--- src/rtl/median_filter_ctrl_if.sv ---
`default_nettype none
// +--------------------------------------------------------------------+
// | median_filter_ctrl_if                                              |
// | Frame-buffer, median-core and control signals of the sequencer.    |
// | Revision: 1.0                                                      |
// +--------------------------------------------------------------------+
interface median_filter_ctrl_if #(
   parameter int AW = 12,
   parameter int S  = 8
);
   logic          start;
   logic          abort;
   logic          busy;
   logic          done;
   logic [AW-1:0] rd_addr;
   logic [S-1:0]  rd_data;
   logic          wr_en;
   logic [AW-1:0] wr_addr;
   logic [S-1:0]  wr_data;
   logic          core_rst;
   logic          core_en;
   logic [S-1:0]  core_data;
   logic [S-1:0]  core_out;

   modport master (
      input  start, abort, rd_data, core_out,
      output busy, done, rd_addr, wr_en, wr_addr, wr_data,
             core_rst, core_en, core_data
   );

   modport slave (
      output start, abort, rd_data, core_out,
      input  busy, done, rd_addr, wr_en, wr_addr, wr_data,
             core_rst, core_en, core_data
   );
endinterface
`default_nettype wire

--- src/rtl/median_filter_ctrl.sv ---
`default_nettype none
// +--------------------------------------------------------------------+
// | median_filter_ctrl                                                 |
// | Raster-order 3x3 median sequencer between frame RAMs and the core. |
// | Revision: 1.0                                                      |
// +--------------------------------------------------------------------+
module median_filter_ctrl #(
   parameter int IMG_W   = 64,
   parameter int IMG_H   = 64,
   parameter int S       = 8,
   parameter int MED_LAT = 16,
   parameter int AW      = $clog2(IMG_W*IMG_H)
) (
   input  logic                clk_i,
   input  logic                rst_ni,
   median_filter_ctrl_if.master ctl_io
);
   localparam int RW   = $clog2(IMG_H);
   localparam int CW   = $clog2(IMG_W);
   localparam int CNTW = $clog2(MED_LAT + 10);

   localparam logic [RW-1:0]   ROW_LAST  = RW'(IMG_H - 1);
   localparam logic [CW-1:0]   COL_LAST  = CW'(IMG_W - 1);
   localparam logic [CNTW-1:0] LOAD_LAST = CNTW'(9);
   localparam logic [CNTW-1:0] TAP_LAST  = CNTW'(8);
   localparam logic [CNTW-1:0] SORT_LAST = CNTW'(MED_LAT - 1);

   typedef enum logic [2:0] {
      S_IDLE  = 3'd0,
      S_CLR   = 3'd1,
      S_LOAD  = 3'd2,
      S_SORT  = 3'd3,
      S_WRITE = 3'd4,
      S_DONE  = 3'd5
   } state_t;

   state_t          state_q;
   logic [RW-1:0]   row_q;
   logic [CW-1:0]   col_q;
   logic [CNTW-1:0] cnt_q;
   logic            busy_q, done_q, wr_en_q, core_rst_q, core_en_q;
   logic [AW-1:0]   rd_addr_q, wr_addr_q;
   logic [S-1:0]    wr_data_q;

   logic [3:0]      tap_idx;
   logic [1:0]      tap_r, tap_c;
   logic [RW-1:0]   tap_row;
   logic [CW-1:0]   tap_col;
   logic [AW-1:0]   tap_addr, pix_addr;
   logic            last_pix;

   // Address of the tap to present in the next cycle, clamped to the frame.
   always_comb begin
      tap_idx = (state_q == S_CLR) ? 4'd0 : 4'(cnt_q) + 4'd1;
      if (tap_idx < 4'd3) begin
         tap_r = 2'd0;
         tap_c = 2'(tap_idx);
      end else if (tap_idx < 4'd6) begin
         tap_r = 2'd1;
         tap_c = 2'(tap_idx - 4'd3);
      end else begin
         tap_r = 2'd2;
         tap_c = 2'(tap_idx - 4'd6);
      end
      case (tap_r)
         2'd0:    tap_row = (row_q == '0) ? row_q : row_q - RW'(1);
         2'd1:    tap_row = row_q;
         default: tap_row = (row_q == ROW_LAST) ? row_q : row_q + RW'(1);
      endcase
      case (tap_c)
         2'd0:    tap_col = (col_q == '0) ? col_q : col_q - CW'(1);
         2'd1:    tap_col = col_q;
         default: tap_col = (col_q == COL_LAST) ? col_q : col_q + CW'(1);
      endcase
      tap_addr = AW'(tap_row) * AW'(IMG_W) + AW'(tap_col);
      pix_addr = AW'(row_q) * AW'(IMG_W) + AW'(col_q);
      last_pix = (row_q == ROW_LAST) && (col_q == COL_LAST);
   end

   always_ff @(posedge clk_i or negedge rst_ni) begin
      if (!rst_ni) begin
         state_q    <= S_IDLE;
         row_q      <= '0;
         col_q      <= '0;
         cnt_q      <= '0;
         busy_q     <= 1'b0;
         done_q     <= 1'b0;
         wr_en_q    <= 1'b0;
         core_rst_q <= 1'b0;
         core_en_q  <= 1'b0;
         rd_addr_q  <= '0;
         wr_addr_q  <= '0;
         wr_data_q  <= '0;
      end else if (state_q != S_IDLE && ctl_io.abort) begin
         state_q    <= S_IDLE;
         busy_q     <= 1'b0;
         done_q     <= 1'b0;
         wr_en_q    <= 1'b0;
         core_en_q  <= 1'b0;
         core_rst_q <= 1'b1;
      end else begin
         case (state_q)
            S_IDLE: begin
               core_rst_q <= 1'b0;
               if (ctl_io.start) begin
                  state_q    <= S_CLR;
                  busy_q     <= 1'b1;
                  core_rst_q <= 1'b1;
                  row_q      <= '0;
                  col_q      <= '0;
               end
            end
            S_CLR: begin
               core_rst_q <= 1'b0;
               cnt_q      <= '0;
               rd_addr_q  <= tap_addr;
               state_q    <= S_LOAD;
            end
            S_LOAD: begin
               // Core load runs one cycle behind the address stream.
               if (cnt_q == LOAD_LAST) begin
                  core_en_q <= 1'b0;
                  cnt_q     <= '0;
                  state_q   <= S_SORT;
               end else begin
                  core_en_q <= 1'b1;
                  cnt_q     <= cnt_q + CNTW'(1);
                  if (cnt_q < TAP_LAST) rd_addr_q <= tap_addr;
               end
            end
            S_SORT: begin
               if (cnt_q == SORT_LAST) begin
                  wr_en_q   <= 1'b1;
                  wr_addr_q <= pix_addr;
                  wr_data_q <= ctl_io.core_out;
                  state_q   <= S_WRITE;
               end else begin
                  cnt_q <= cnt_q + CNTW'(1);
               end
            end
            S_WRITE: begin
               wr_en_q <= 1'b0;
               if (last_pix) begin
                  done_q  <= 1'b1;
                  state_q <= S_DONE;
               end else begin
                  core_rst_q <= 1'b1;
                  state_q    <= S_CLR;
                  if (col_q == COL_LAST) begin
                     col_q <= '0;
                     row_q <= row_q + RW'(1);
                  end else begin
                     col_q <= col_q + CW'(1);
                  end
               end
            end
            S_DONE: begin
               done_q  <= 1'b0;
               busy_q  <= 1'b0;
               state_q <= S_IDLE;
            end
            default: state_q <= S_IDLE;
         endcase
      end
   end

   assign ctl_io.busy      = busy_q;
   assign ctl_io.done      = done_q;
   assign ctl_io.rd_addr   = rd_addr_q;
   // An abort arriving during the write cycle suppresses that write.
   assign ctl_io.wr_en     = wr_en_q & ~ctl_io.abort;
   assign ctl_io.wr_addr   = wr_addr_q;
   assign ctl_io.wr_data   = wr_data_q;
   assign ctl_io.core_rst  = core_rst_q;
   assign ctl_io.core_en   = core_en_q;
   assign ctl_io.core_data = core_en_q ? ctl_io.rd_data : '0;
endmodule
`default_nettype wire
--- src/flat_wrapper.sv ---
// flat-port wrapper written by rule: the top's interface ports become plain ports
module median_filter_ctrl_flat 
#(
   parameter int IMG_W   = 64,
   parameter int IMG_H   = 64,
   parameter int S       = 8,
   parameter int MED_LAT = 16,
   parameter int AW      = $clog2(IMG_W*IMG_H)
)
  (clk_i, rst_ni, ctl_io_start, ctl_io_abort, ctl_io_rd_data, ctl_io_core_out, ctl_io_busy, ctl_io_done, ctl_io_rd_addr, ctl_io_wr_en, ctl_io_wr_addr, ctl_io_wr_data, ctl_io_core_rst, ctl_io_core_en, ctl_io_core_data);
  median_filter_ctrl_if #(.AW(AW), .S(S)) ctl_io_i ();
  input  logic clk_i;
  input  logic rst_ni;
  input wire logic [$bits(ctl_io_i.start)-1:0] ctl_io_start;
  input wire logic [$bits(ctl_io_i.abort)-1:0] ctl_io_abort;
  input wire logic [$bits(ctl_io_i.rd_data)-1:0] ctl_io_rd_data;
  input wire logic [$bits(ctl_io_i.core_out)-1:0] ctl_io_core_out;
  output wire logic [$bits(ctl_io_i.busy)-1:0] ctl_io_busy;
  output wire logic [$bits(ctl_io_i.done)-1:0] ctl_io_done;
  output wire logic [$bits(ctl_io_i.rd_addr)-1:0] ctl_io_rd_addr;
  output wire logic [$bits(ctl_io_i.wr_en)-1:0] ctl_io_wr_en;
  output wire logic [$bits(ctl_io_i.wr_addr)-1:0] ctl_io_wr_addr;
  output wire logic [$bits(ctl_io_i.wr_data)-1:0] ctl_io_wr_data;
  output wire logic [$bits(ctl_io_i.core_rst)-1:0] ctl_io_core_rst;
  output wire logic [$bits(ctl_io_i.core_en)-1:0] ctl_io_core_en;
  output wire logic [$bits(ctl_io_i.core_data)-1:0] ctl_io_core_data;
  assign ctl_io_i.start = ctl_io_start;
  assign ctl_io_i.abort = ctl_io_abort;
  assign ctl_io_i.rd_data = ctl_io_rd_data;
  assign ctl_io_i.core_out = ctl_io_core_out;
  assign ctl_io_busy = ctl_io_i.busy;
  assign ctl_io_done = ctl_io_i.done;
  assign ctl_io_rd_addr = ctl_io_i.rd_addr;
  assign ctl_io_wr_en = ctl_io_i.wr_en;
  assign ctl_io_wr_addr = ctl_io_i.wr_addr;
  assign ctl_io_wr_data = ctl_io_i.wr_data;
  assign ctl_io_core_rst = ctl_io_i.core_rst;
  assign ctl_io_core_en = ctl_io_i.core_en;
  assign ctl_io_core_data = ctl_io_i.core_data;
  median_filter_ctrl #(.IMG_W(IMG_W), .IMG_H(IMG_H), .S(S), .MED_LAT(MED_LAT), .AW(AW)) u_core (.clk_i(clk_i), .rst_ni(rst_ni), .ctl_io(ctl_io_i));
endmodule
--- config.mk ---
export PLATFORM = sky130hd
export DESIGN_NAME = median_filter_ctrl_flat
export DESIGN_NICKNAME = d
export VERILOG_FILES = /design/src/rtl/median_filter_ctrl_if.sv /design/src/rtl/median_filter_ctrl.sv /design/src/flat_wrapper.sv
export SDC_FILE = /design/constraint.sdc
export NUM_CORES = 1
export LEC_CHECK = 0
export CORE_MARGIN = 1.5
export CORE_UTILIZATION = 53
export DETAILED_ROUTE_END_ITERATION = 8
export PLACE_DENSITY_LB_ADDON = 0.12
export SLEW_MARGIN = 30
export SYNTH_ARGS = -nofsm -noshare
export SYNTH_HDL_FRONTEND = slang
export SYNTH_SLANG_ARGS = --single-unit
export TNS_END_PERCENT = 50
--- constraint.sdc ---
create_clock -name clk_i -period 3.6 [get_ports clk_i]
set_clock_uncertainty 0.2 [all_clocks]
set_input_delay 0.54 -clock clk_i [delete_from_list [all_inputs] [get_ports clk_i]]
set_output_delay 0.54 -clock clk_i [all_outputs]
set_load 0.02 [all_outputs]
==> metrics.txt, run 1 <==
Netlist cell types 60; status finished, violations left; Tot GR Track Use 25.2%; Data required, critical path roughly 3.6 ns; Rows 29; Hold Buf Count CTS 0; Pwr Density 532 mW/mm^2; vias in the first global route around 3,000; clk sinks 57; Max Slew Vio Count 0; GPL Wtd Cong 0.879; fill count about 520; unrepaired setup endpoints after global routing false; Die Y ~84 um; Avg WL per Cell around 16 um; worst-path fanout max 16; Tot Pwr about 2.3 mW; initial antenna violation count 0; YS warnings 0; Max Clk Rate approximately 0.33 GHz; ratio of cells with drive above 1 in the final layout under 10%; ANT cells 0; switch share 34.6%; LEAKAGE 1.84 nW; Crit path arrival time 3.11 ns; total I/O pin count 65; Die ar. 0.00706 mm^2; starting density of the core about 55%; worst hold margin -0.0336 ns; # setup viols final 0; prevailing post-synth register cell dfrtp_1; Final TNS setup 0 ns; number of synthesized register bits 57; DRC viols 0; nets 481; hpwl dp roughly 5900 um; final hold viol count 39; post-synthesis sequential area ratio just over 40%; period utilization around 85%; H-Tree Depth 3; Worst Setup End Kind flip-flop; largest net degree at the start of global routing 41; Netlist Area Pre-Place around 0.0035 mm^2; grt ovf 0; TritonCTS Buffers 9; Slew HR between 30% and 40%; clk slew on worst S/H paths 0.07 ns; Area Overhead vs Synth 26.6%; internal cell power between 1.5 and 2 mW; Skew-Pair Late Insertion Delay between 0.3 and 0.4 ns; Synth Net Count 425; # Post-CTS Setup Buffers 0; IO Port Bufs between 60 and 70; first-pass GRT wire length approximately 14,000 um; crit path launch type flip-flop; crit path kind reg -> reg; logic gate share of total power between 30% and 40%; Final Util 69.4%; commonest non-fill, non-tap cell in the layout clkdlybuf4s50_1; # resized after CTS 0; Mapped Cells between 300 and 400; Switching Power 0.811 mW; drt total wl around 8400 um; clock buffer depth 2; Post-synth EDFFs 0; first drt pass iteration count 5; failing checks negative hold slack; Worst Hold Class in -> async; max cap viols 0; Core Area between 0.006 and 0.007 mm^2; CTS root buf clkbuf_8; 1st-iter DRT viols 306; die width 84.0 um; synthesized area per cell roughly 8.8 um^2; most frequent cells in the layout clkdlybuf4s50_1, dfrtp_1, nand2_1; vias per cell roughly 6.0; actual slew at the worst max-slew pin around 0.92 ns; vias roughly 3,200; clock share of power between 30 and 40%; Synth async-reset ratio 100%; DRT antenna net count 0; VDD IR max roughly 0.34 mV; Flop pwr share around a third; Tmin final approximately 3.1 ns; CTS tree done
-- state kept, by name (all words and copies together) (netlist names) --
name / flops
u_core.cnt_q: 5
u_core.col_q: 6
u_core.ctl_io.busy: 1
u_core.ctl_io.core_en: 1
u_core.ctl_io.core_rst: 1
u_core.ctl_io.done: 1
u_core.ctl_io.rd_addr: 12
u_core.ctl_io.wr_addr: 12
u_core.ctl_io.wr_data: 8
u_core.row_q: 6
u_core.state_q: 3
u_core.wr_en_q: 1
-- cells in the mapped netlist, types with 11 or more instances --
library cell,count,area (um^2)
a21oi_1,12,60.1
nand3_1,16,80.1
ha_1,11,138
nand2_1,45,169
nor2_1,32,120
dfrtp_1,57,1430
inv_1,15,56.3
mux2_2,16,180
o21ai_0,38,190
clkbuf_1,17,63.8
-- power by group through the flow --
stage	Combinational [mW]	Clock, mW	Sequential, mW
2_1_floorplan	0.538	0	0.797
3_3_place_gp	0.775	0	0.787
3_5_place_dp	0.795	0	0.789
4_1_cts	0.801	0.771	0.777
5_1_grt	0.886	0.802	0.792
6_report	0.805	0.761	0.779
-- critical path: stages (launching register included) --
cell     delay, ns
dfrtp_1       0.61
nor3b_2       0.44
nor2_1        0.09
ha_1          0.29
nor4_1        0.35
mux2i_1       0.16
and3_1        0.27
mux2_1        0.35
o32ai_1       0.22
-- kinds of logic after synthesis --
kind of cell / synth area share (%)
and+or+nand+nor: 22.5
buffers and inverters: 4.24
xor gates and xnor gates: 1.76
muxes: 7.22
adders and majority gates: 3.95
AOI/OAI and AO/OA: 19.4
DFF: 41.0
-- area by class of cell --
class                           instances  area, um^2  area share [%]
Inverter                               16        60.1            1.36
Tap cell                               77        96.3            2.19
Clock buffer                           12         155            3.52
Timing Repair Buffer                   67         661            15.0
Sequential cell                        57        1430            32.4
Multi-Input combinational cell        299        1910            43.3
Clock inverter                          4        98.8            2.24
-- metal layers --
layer | GRT usage (%) | vias to the layer above | wire length [um]
met4 | 9.99 | 0 | 123
met5 | 0 | - | 0
met2 | 40.7 | 115 | 4020
met3 | 4.45 | 12 | 418
li1 | - | 1527 | -
met1 | 33.7 | 1522 | 3790
-- path summary, 6_finish.rpt --
path	startpoint	end	slack, ns	cells past startpoint
min in group clk_i	u_core.ctl_io.rd_addr[7]	u_core.ctl_io.rd_addr[7]	0.28	2
max in group asynchronous	rst_ni	u_core.col_q[0]	2.58	2
worst min-delay path	rst_ni	u_core.ctl_io.rd_addr[2]	-0.03	1
worst max register to register	u_core.state_q[0]	u_core.ctl_io.rd_addr[1]	0.53	8
worst max-delay path	u_core.state_q[0]	u_core.ctl_io.rd_addr[1]	0.53	8
worst min register to register	u_core.ctl_io.rd_addr[7]	u_core.ctl_io.rd_addr[7]	0.28	2
-- metrics by stage --
step	instance area, um^2	setup WS (ns)	hold WS, ns	cells
after detailed placement	4150	0.627	0.270	516
after CTS	4410	0.576	0.146	532
final	4410	0.531	-0.0336	532
after floorplan	3480	0.979	0.0444	394
after global placement	4150	0.724	0.261	516
after global routing	4410	0.233	0.00498	532
Power figures use the tool's default switching activity.
==> run 2, diff against run 1 <==
==> constraint.sdc (replaced) <==
create_clock -name clk_i -period 3.6 [get_ports clk_i]
set_clock_uncertainty 0.2 [all_clocks]
set_input_delay 0.36 -clock clk_i [delete_from_list [all_inputs] [get_ports clk_i]]
set_output_delay 0.36 -clock clk_i [all_outputs]
set_load 0.02 [all_outputs]
==> run 2 against run 1 <==
  * The run now ends clean
  * Sequential power is essentially flat
  * Non-clock buffer count grew 1
  * Register-to-register slack gained 0.04 ns
  * Worst setup slack gained 0.043 ns
  * Die area is the same
  * Wire length grew 3.6%
  * Maximum frequency grew 1.4%
  * Power shrank 0.35%
  * Critical endpoint unchanged
  * Highest routed layer unchanged
==> metrics.txt, run 2 (synthesis results as in run 1) <==
ratio of cells with drive above 1 in the final layout 10.1%; R2R setup slack around 0.57 ns; Final Util 69.4%; Reg2Reg Depth 9; starting density of the core between 50% and 60%; TritonCTS Buffers 9; worst hold margin around 0.28 ns; actual slew at the worst max-slew pin 0.870 ns; Worst Setup End Kind flip-flop; Die Y approximately 84 um; H-Tree Depth 3; clk sinks 57; clk slew on worst S/H paths 0.07 ns; initial antenna violation count 0; Hold Path End u_core.ctl_io.wr_addr[6]; switch share 36.1%; vias in the first global route around 2,900; Final TNS setup 0 ns; nets 482; crit path launch type flip-flop; Data required, critical path 3.65 ns; first drt pass iteration count 6; Rows 29; clock share of power a little under a third; 1st-iter DRT viols between 300 and 400; Critical R2R Capture u_core.ctl_io.rd_addr[1]; Tot GR Track Use between 20% and 30%; DRC viols 0; hold wc startpoint u_core.ctl_io.wr_addr[6]; reg2reg start u_core.cnt_q[0]; Switching Power about 0.84 mW; hold path cells 2; total I/O pin count 65; Skew-Pair Late Insertion Delay roughly 0.35 ns; internal cell power 1.49 mW; Flop pwr share about 33%; DRT antenna net count 0; Core Area about 0.0063 mm^2; commonest non-fill, non-tap cell in the layout clkdlybuf4s50_1; unrepaired setup endpoints after global routing false; status completed; Slew HR 42.0%; first-pass GRT wire length 14,600 um; # resized after CTS 0; max cap viols 0; IO Port Bufs 64; drt total wl around 8700 um; CTS tree done; Die ar. about 0.007 mm^2; clock buffer depth 2; Worst Hold Class reg -> reg; # setup viols final 0; Max Clk Rate 0.330 GHz; Pwr Density 531 mW/mm^2; LEAKAGE between 1.5 and 2 nW; Area Overhead vs Synth 26.5%; final hold viol count 0; grt ovf 0; Tmin final 3.03 ns; Max Slew Vio Count 0; CTS root buf clkbuf_8; worst-path fanout max 11; VDD IR max approximately 0.34 mV; CP startpoint u_core.cnt_q[0]; period utilization 84.1%; vias roughly 3,200; vias per cell 5.96; logic gate share of total power 34.9%; Crit path arrival time just over 3 ns; die width 84.0 um; GPL Wtd Cong approximately 0.90; Avg WL per Cell ~16 um; largest net degree at the start of global routing 38; hpwl dp between 6000 and 7000 um; most frequent cells in the layout clkdlybuf4s50_1, dfrtp_1, nand2_1; ANT cells 0; crit path kind reg -> reg
[run 2: cell count changes in the layout (fill, tap and decap cells not counted), sizes merged]
cell	delta
dlygate4sd3	+1
clkinv	+1
clkinvlp	+2
clkbuf	-3
[run 2: power groups by stage]
stage,logic [mW],registers (mW),clock network (mW)
4_1_cts,0.804,0.777,0.751
2_1_floorplan,0.538,0.797,0
3_5_place_dp,0.795,0.789,0
6_report,0.814,0.779,0.744
5_1_grt,0.876,0.792,0.784
3_3_place_gp,0.778,0.786,0
[run 2: how the worst max path moves through the flow]
stage,end,slack (ns),cells after the start
3_3_place_gp,u_core.ctl_io.rd_addr[1],0.76,9
3_5_place_dp,u_core.ctl_io.rd_addr[1],0.60,9
6_report,u_core.ctl_io.rd_addr[1],0.57,9
4_1_cts,u_core.ctl_io.rd_addr[1],0.61,9
5_1_grt,u_core.ctl_io.rd_addr[1],0.40,9
2_1_floorplan,u_core.ctl_io.rd_addr[5],0.98,10
[run 2: through the flow]
stage	cells	cell area, um^2	setup slack, ns	power [mW]
after global routing	533	4400	0.402	2.45
after CTS	533	4400	0.613	2.33
after detailed placement	516	4150	0.596	1.58
after global placement	516	4150	0.756	1.56
final	533	4400	0.574	2.34
after floorplan	394	3480	0.979	1.33
[run 2: per-layer routing]
metal / share of wire (%) / GRT usage [%] / wire [um]
met1: 44 / 35.5 / 3810
met2: 47 / 39.7 / 4080
met3: 7.4 / 5.54 / 642
met4: 1.5 / 9.99 / 130
met5: 0 / 0 / 0
[run 2: repair_timing]
| action | 4_1_cts | 5_1_grt |
|---|---|---|
| buffers inserted | 0 | 0 |
| hold buffers | 1 | 0 |
| endpoints found under the hold margin | 36 | 0 |
[run 2: cell type report]
class                   instances  area [um^2]
inverters                      16         60.1
fillers                       485         1950
clock buffers                   9          124
repair buffers                 68          668
flip-flops and latches         57         1430
multi-input cells             299         1910
clock inverters                 7          119
well taps                      77         96.3
[run 2: critical path: stages (launching register included)]
cell     delay (ns)
dfrtp_1        0.50
ha_1           0.44
nor2_1         0.14
ha_1           0.28
inv_1          0.15
a211o_1        0.29
a21oi_2        0.29
nor2_1         0.11
mux2_1         0.31
o32ai_1        0.22
